`src/rtl/xc_malu_wb_seq.sv`:
```
// xc_malu_wb_seq: writeback sequencer behind the multi-cycle MALU.
// It captures one 64-bit MALU result and retires the op by pulsing malu_flush.
// It then emits one or two 32-bit register writes over a valid/ready port.
// Optional build macro XC_MALU_WB_ZERO_SKIP_EN: beats addressed to x0 are never
// presented. Each such beat is consumed internally in a single cycle.
module xc_malu_wb_seq #(
  parameter int RD_W = 5
) (
  input  logic            clock,
  input  logic            reset,
  input  logic            malu_valid,
  input  logic            malu_ready,
  input  logic [63:0]     malu_result,
  output logic            malu_flush,
  input  logic [RD_W-1:0] op_rd,
  input  logic            op_hi,
  input  logic            op_pair,
  output logic            wb_valid,
  input  logic            wb_ready,
  output logic [RD_W-1:0] wb_addr,
  output logic [31:0]     wb_data,
  output logic            busy
);

  typedef enum logic [1:0] {
    IDLE  = 2'd0,
    BEAT0 = 2'd1,
    BEAT1 = 2'd2
  } state_t;

  state_t          r_state;
  logic [31:0]     r_res_hi;   // upper result word, needed only for BEAT1 of a pair
  logic [RD_W-2:0] r_rd_hi;    // register-pair base (rd without bit 0)
  logic            r_pair;
  logic [RD_W-1:0] r_wb_addr;
  logic [31:0]     r_wb_data;

  logic            w_busy;
  logic            w_skip;
  logic            w_consume;
  logic            w_final;
  logic            w_take;
  logic [RD_W-1:0] w_cap_addr;
  logic [31:0]     w_cap_data;

  assign w_busy = (r_state != IDLE);

`ifdef XC_MALU_WB_ZERO_SKIP_EN
  // A beat targeting x0 is dropped in place of being presented.
  assign w_skip = w_busy && (r_wb_addr == '0);
`else
  assign w_skip = 1'b0;
`endif

  // The current beat leaves the buffer when it is accepted or when it is skipped.
  assign w_consume = w_busy && (w_skip || wb_ready);
  assign w_final   = (r_state == BEAT1) || ((r_state == BEAT0) && !r_pair);
  // A new result can enter when the buffer is empty, or when it is draining its final beat this cycle.
  assign w_take    = !reset && malu_valid && malu_ready && (!w_busy || (w_consume && w_final));

  assign malu_flush = w_take;
  assign wb_valid   = w_busy && !w_skip;
  assign wb_addr    = r_wb_addr;
  assign wb_data    = r_wb_data;
  assign busy       = w_busy;

  // First-beat address/data for the incoming op; pair takes priority over hi.
  // NOTE: every always_comb output gets a default first, so no path can infer a latch.
  always_comb begin
    w_cap_addr = op_rd;
    w_cap_data = malu_result[31:0];
    if (op_pair) begin
      w_cap_addr = {op_rd[RD_W-1:1], 1'b0};
    end else if (op_hi) begin
      w_cap_data = malu_result[63:32];
    end
  end

  // Sequencer FSM with registered beat address/data.
  // NOTE: state is updated only with non-blocking assignments, so every reader sees pre-edge values.
  always_ff @(posedge clock) begin
    if (reset) begin
      r_state   <= IDLE;
      r_res_hi  <= '0;
      r_rd_hi   <= '0;
      r_pair    <= 1'b0;
      r_wb_addr <= '0;
      r_wb_data <= '0;
    end else if (w_take) begin
      r_state   <= BEAT0;
      r_res_hi  <= malu_result[63:32];
      r_rd_hi   <= op_rd[RD_W-1:1];
      r_pair    <= op_pair;
      r_wb_addr <= w_cap_addr;
      r_wb_data <= w_cap_data;
    end else if (w_consume) begin
      if ((r_state == BEAT0) && r_pair) begin
        r_state   <= BEAT1;
        r_wb_addr <= {r_rd_hi, 1'b1};
        r_wb_data <= r_res_hi;
      end else begin
        r_state <= IDLE;
      end
    end
  end

endmodule

```
`config.mk`:
```
export PLATFORM = sky130hd
export DESIGN_NAME = xc_malu_wb_seq
export DESIGN_NICKNAME = d
export VERILOG_FILES = /design/src/rtl/xc_malu_wb_seq.sv
export SDC_FILE = /design/constraint.sdc
export NUM_CORES = 1
export LEC_CHECK = 0
export ABC_AREA = 0
export CORE_MARGIN = 1
export CORE_UTILIZATION = 30
export CTS_BUF_LIST = sky130_fd_sc_hd__clkbuf_8
export CTS_CLUSTER_DIAMETER = 60
export DETAILED_ROUTE_END_ITERATION = 10
export GPL_ROUTABILITY_DRIVEN = 1
export GPL_TIMING_DRIVEN = 0
export MAX_ROUTING_LAYER = met4
export PLACE_DENSITY = 0.67
export SYNTH_ARGS = -nofsm -noshare
export SYNTH_HDL_FRONTEND = slang
export SYNTH_SLANG_ARGS = --single-unit
```
`constraint.sdc`:
```
create_clock -name clock -period 2.5 [get_ports clock]
set_input_delay 0.75 -clock clock [delete_from_list [all_inputs] [get_ports clock]]
set_output_delay 0.75 -clock clock [all_outputs]
set_load 0.005 [all_outputs]
```
==> run metrics, run 1 <==
status finished clean; share of post-route cells with drive strength above 1 0.0962; # rows 39; Post-Syn Area 0.00355 mm²; Crit Path Class primary input to primary output; post-route insts no fill 674; Syn Inst Count 397; WL per Instance 17.4 µm; multiplexer area fraction after synthesis 0.0903; syn nets 473; Iteration-0 DRC Markers 214; Synth area leaders dfxtp_1 (43%), mux2i_1 (9.0%), a221oi_1 (7.9%); GP Congestion 0.821; Crit path largest cell delay 470 ps; synth-to-layout area growth 45.0%; CTS tree done; WP depth 6; final setup margin roughly 36 ps; Simple-Gate Fraction of Synth Area 0.144; Cell Area, Placed 0.00487 mm²; Initial Util 0.309; Synth cell types 27; post-route ant nets 0; final hold viol count 0; Final #Nets between 600 and 700; CP delay by family, top buffers and inverters; CTS Sinks 76; fin crit share 0.986; Worst setup SP type primary input; Leak Pwr 1.89 nW; Place WS -1300 ps; number of fill cells 1117; worst hold path type flop to flop; drt drc 0; Crit Path Max Fanout 2; core area around 0.011 mm²; commonest non-fill, non-tap cell in the layout clkdlybuf4s50_1; R2R depth 5; Via-to-Cell Ratio 5.36; HPWL Detailed 8.50 mm; relative slew slack 0.626; Post-Synth Adder-Cell Area 0; final number of setup-violating endpoints 0; # IOs approximately 120; power density cells between 500 and 600 mW/mm²; DP Cell Count 654; Clock Root Buffer clkbuf_8; Cell Chain, Critical Path clkdlybuf4s50_1 > nand2_2 > nor2_4 > nand2_4 > inv_6 > buf_2; initial antenna violation count 1; Syn Area/Cell 8.93 µm²; crit end category primary output; first-pass GRT wire length 19.1 mm; GR Util All Layers 0.201; clk buf depth 2; Worst Skew 13.0 ps; Pins Over Slew Limit 0; via count 3615; TritonCTS Buffers 9; Overflow after GRT 0; fin area approximately 0.0051 mm²; share of the synthesized area in the top cell type 0.429; register bit total from synthesis 76; H-tree Lvls 3; crit path buf inv count 3; critical path required time 1750 ps; WL final 11.7 mm; MaxCap Viol Count 0; clk_lat worst skew 350 ps; CP Data Arrival Time 1710 ps; vias in the first global route ~3600; sequential share of the synthesized area 0.429; hold depth 2; Die ar. 0.0123 mm²; Syn. warnings 0; drt pass-1 iters 5; Slew @ Worst Pin 560 ps; DIE WIDTH 111 µm; Peak VDD IR between 0.2 and 0.25 mV; most frequent cells in the layout clkdlybuf4s50_1 (111), dfxtp_1 (76), a21oi_1 (39); Clk pin slew, worst setup/hold paths 70 ps; Die Y about 110 µm; Power, Total 2.80 mW; minimum clock period 2460 ps; Slowest-stage cell, CP clkdlybuf4s50_1; Synth Area in XOR/XNOR 0; combinational family with the most area after synthesis compound AO/OA/AOI/OAI gates; Compound-Gate Fraction of Synth Area 0.274; Achievable Freq 0.406 GHz; dominant cell type by area after synthesis dfxtp_1; Port-buffer cells 114; largest net degree at the start of global routing 15; hold-fix buffers at CTS 0
==> flip-flops by register name, indices dropped and copies added (netlist names) <==
| signal | flops |
|---|---|
| r_pair | 1 |
| wb_addr | 5 |
| r_state | 2 |
| r_rd_hi | 4 |
| wb_data | 32 |
| r_res_hi | 32 |
==> synth_stat cells <==
master and n:
a21oi_1 39, and2_1 14, o21ba_2 1, mux2i_1 32, nor2_1 1, nand2b_1 3
o22ai_2 1, buf_4 4, buf_2 18, nand4b_1 1, nor3_1 4, a221oi_1 32
dfxtp_1 76, or2_2 1, nand4b_2 1, inv_2 2, nand2_1 10, a311oi_1 4
clkbuf_1 25, and2_0 18, nor2b_2 1, nand3_1 37, or2_1 1, a211oi_1 32
o22ai_1 1, o22a_1 1, o21ai_0 37
==> final timing paths <==
| kind | startpoint | end | slack, ps |
|---|---|---|---|
| min reg2reg | r_res_hi[9]$_SDFFE_PP0P_ | r_res_hi[9]$_SDFFE_PP0P_ | 480 |
| max | malu_valid | malu_flush | 40 |
| min | r_res_hi[9]$_SDFFE_PP0P_ | r_res_hi[9]$_SDFFE_PP0P_ | 480 |
| max reg2reg | r_pair$_SDFFE_PP0P_ | wb_data[29]$_SDFFE_PP0P_ | 670 |
==> worst reg2reg max path: cells and delay by family, from the launching register on <==
kind | cells | cell delay [ps]
AND/OR/NAND/NOR | 2 | 560
flip-flops | 1 | 460
AO/OA/AOI/OAI | 2 | 360
buffers and inverters | 1 | 320
==> area by class of cell <==
| type | instances | area [µm²] | area share |
|---|---|---|---|
| inverters | 2 | 12.5 | 0.00243 |
| well taps | 143 | 179 | 0.0348 |
| diodes | 1 | 2.50 | 0.000487 |
| multi-input cells | 272 | 1830 | 0.356 |
| clock buffers | 10 | 138 | 0.0268 |
| flip-flops and latches | 76 | 1520 | 0.296 |
| plain buffers | 46 | 209 | 0.0406 |
| clock inverters | 6 | 87.6 | 0.0170 |
| repair buffers | 118 | 1160 | 0.226 |
==> power breakdown <==
| group | switching (mW) | internal [mW] | total (mW) |
|---|---|---|---|
| clock | 0.469 | 0.589 | 1.06 |
| combinational | 0.193 | 0.257 | 0.450 |
| sequential | 0.0278 | 1.26 | 1.29 |
==> metrics by stage <==
step / utilization / TNS (ps) / hold slack, ps
2_1_floorplan: - / 0 / 454
3_3_place_gp: 0.424 / -6510 / 461
3_5_place_dp: 0.424 / -11350 / 470
4_1_cts: 0.448 / 0 / 480
5_1_grt: 0.448 / -1.64 / 508
6_report: 0.448 / 0 / 479
==> cells by family after synthesis <==
group           count (synthesis)
flops                          76
compound gates                148
buf+inv                        49
simple gates                   92
mux                            32
==> layer usage <==
| layer | GRT usage | up-vias | part of all wire |
|---|---|---|---|
| met4 | 0.0684 | 0 | 0.016 |
| met5 | - | - | 0 |
| met1 | 0.256 | 1736 | 0.45 |
| met3 | 0.0317 | 15 | 0.039 |
| li1 | - | 1751 | - |
| met2 | 0.323 | 113 | 0.49 |
==> what timing repair did <==
action,4_1_cts,5_1_grt
gates resized for setup,14,0
setup endpoints to repair,1,1
setup buffers,4,0
pin swaps,3,1
cloned,0,0
No activity file was read; power rests on OpenSTA's default activity.
==> run 2: changes to the inputs <==
Settings changed: CAP_MARGIN set to 10, CELL_PAD_IN_SITES_DETAIL_PLACEMENT set to 0, CELL_PAD_IN_SITES_GLOBAL_PLACEMENT set to 1, PLACE_DENSITY 0.67 to 0.83.
==> run 2 against run 1 <==
Effect of this change: combinational power about the same; worst setup slack better by 77 ps; die area unchanged; sequential share of layout area up 0.087 points; sequential power about the same; cell area down 0.29%; worst hold slack is essentially flat; non-clock buffer count did not move; core utilization shrank 0.13 points; final cell count is 0.15% lower; critical path type is now flop to primary output; critical endpoint is now wb_valid.
==> run metrics, run 2 (synthesized netlist as in run 1, its figures left out) <==
Initial Util 0.309 (unchanged); WL final 11.5 mm (-1.6%); power density cells 530 mW/mm² (-2.5%); internal power 2.01 mW (-4.4%); CTS Sinks 76 (unchanged); critical path required time 1750 ps (about the same); post-route ant nets 0 (unchanged); fin crit share 0.955 (-0.0307); Clock power frac 0.361 (-0.017); Port-buffer cells 114 (unchanged); GP Congestion 0.803 (-2.2%); utilization after layout 0.447 (-0.00131); status finished clean; Final #Nets 601 (unchanged); Overflow after GRT 0 (unchanged); crit end category primary output; Worst Skew 16.6 ps (+3.57 ps); most frequent cells in the layout clkdlybuf4s50_1 (110), dfxtp_1 (76), a21oi_1 (39); TritonCTS Buffers 9 (unchanged); Worst setup SP type flop; share of post-route cells with drive strength above 1 0.100 (+0.00377); drt pass-1 iters 5 (unchanged); Peak VDD IR 0.264 mV (+20%); Inserted Diodes 0 (-1); minimum clock period 2390 ps (-76.9 ps); P_sw 705 µW (+2.1%); CTS tree done; Achievable Freq 0.419 GHz (+3.2%); Pins Over Slew Limit 0 (unchanged); GR Util All Layers 0.195 (-0.00543); sw frac 0.259 (+0.0124); drt drc 0 (unchanged); HPWL Detailed 8.45 mm (-0.54%); Iteration-0 DRC Markers 237 (+11%); first-pass GRT wire length 18.7 mm (-1.9%); MaxCap Viol Count 0 (unchanged); CP Data Arrival Time 1640 ps (-70 ps); Crit Path Class flop to primary output; Die ar. 0.0123 mm² (unchanged); hold-fix buffers at CTS 0 (unchanged); Slew @ Worst Pin 548 ps (-12.5 ps); # rows 39 (unchanged); Clock Root Buffer clkbuf_8; Sequential Power Share 0.474 (+0.013); WL per Instance 17.1 µm (-1.4%); Via-to-Cell Ratio 5.35 (-0.24%); Logic pwr share 0.165 (+0.004); number of fill cells 1092 (-2.2%); unrepaired setup endpoints after global routing no; worst hold path type flop to flop; via count 3601 (-0.39%); Die Y 111 µm (unchanged); Power, Total 2.72 mW (-2.8%); # IOs 116 (unchanged); H-tree Lvls 3 (unchanged); final number of setup-violating endpoints 0 (unchanged); vias in the first global route 3646 (+0.14%); Leak Pwr 1.88 nW (-0.55%); largest net degree at the start of global routing 15 (unchanged); Crit Path Max Fanout 5 (+3); synth-to-layout area growth 44.6%; initial antenna violation count 0 (-1); relative slew slack 0.635 (+0.00835); worst hold margin 479 ps (+0.00400 ps); hold depth 2 (unchanged); Clk pin slew, worst setup/hold paths 80 ps (about the same); clk_lat worst skew 360 ps (about the same); final hold viol count 0 (unchanged); commonest non-fill, non-tap cell in the layout clkdlybuf4s50_1; DIE WIDTH 111 µm (unchanged); R2R depth 5 (unchanged); clk buf depth 2 (unchanged); core area 0.0115 mm² (unchanged)
run 2: power groups by stage:
stage	registers [mW]	clock network, mW	logic (mW)
final	1.29	0.983	0.449
after global routing	1.29	1.05	0.486
after CTS	1.29	0.996	0.452
after detailed placement	1.32	0	0.443
after global placement	1.31	0	0.438
after floorplan	1.31	0	0.191
run 2: what timing repair did:
action / in CTS / in global routing
buffers inserted: 4 / 0
resized for setup: 15 / 2
setup endpoints to repair: 1 / 1
pin swaps: 3 / 0
run 2: per-layer routing:
metal,wire [µm],vias to the layer above,track usage,share of wire
met4,126,0,0.0480,0.011
met2,5500,130,0.311,0.48
met3,802,13,0.0525,0.070
met1,5100,1706,0.246,0.44
met5,0,-,-,0
li1,-,1752,-,-
run 2: per-stage QoR:
step | std cells | setup TNS, ps | setup WS [ps] | area (µm²)
global placement | 654 | -7000 | -1250 | 4870
finish | 673 | 0 | 113 | 5130
CTS | 673 | 0 | 15.5 | 5130
global route | 673 | 0 | 57.3 | 5130
floorplan | 397 | 0 | 130 | 3550
detailed placement | 654 | -7870 | -1260 | 4870
run 2: final timing paths:
kind / from / to / slack, ps
setup / recovery: r_state[0]$_SDFFE_PP0P_ / wb_valid / 110
hold / removal: r_res_hi[18]$_SDFFE_PP0P_ / r_res_hi[18]$_SDFFE_PP0P_ / 480
setup reg to reg: r_pair$_SDFFE_PP0P_ / wb_data[29]$_SDFFE_PP0P_ / 700
hold reg to reg: r_res_hi[18]$_SDFFE_PP0P_ / r_res_hi[18]$_SDFFE_PP0P_ / 480
run 2: final cells by class:
class / count / area (µm²) / share of cell area
tap: 143 / 179 / 0.0349
clock buffer: 10 / 138 / 0.0268
clock inverter: 6 / 71.3 / 0.0139
timing repair buffer: 118 / 1160 / 0.227
inverter: 2 / 15.0 / 0.00293
buffer: 46 / 209 / 0.0408
multi-input combinational: 272 / 1830 / 0.357
sequential: 76 / 1520 / 0.297
run 2: critical path: stages, from the launching register on:
cell and delay, ps:
dfxtp_1 380, or2_2 350, buf_4 140, clkdlybuf4s50_1 430
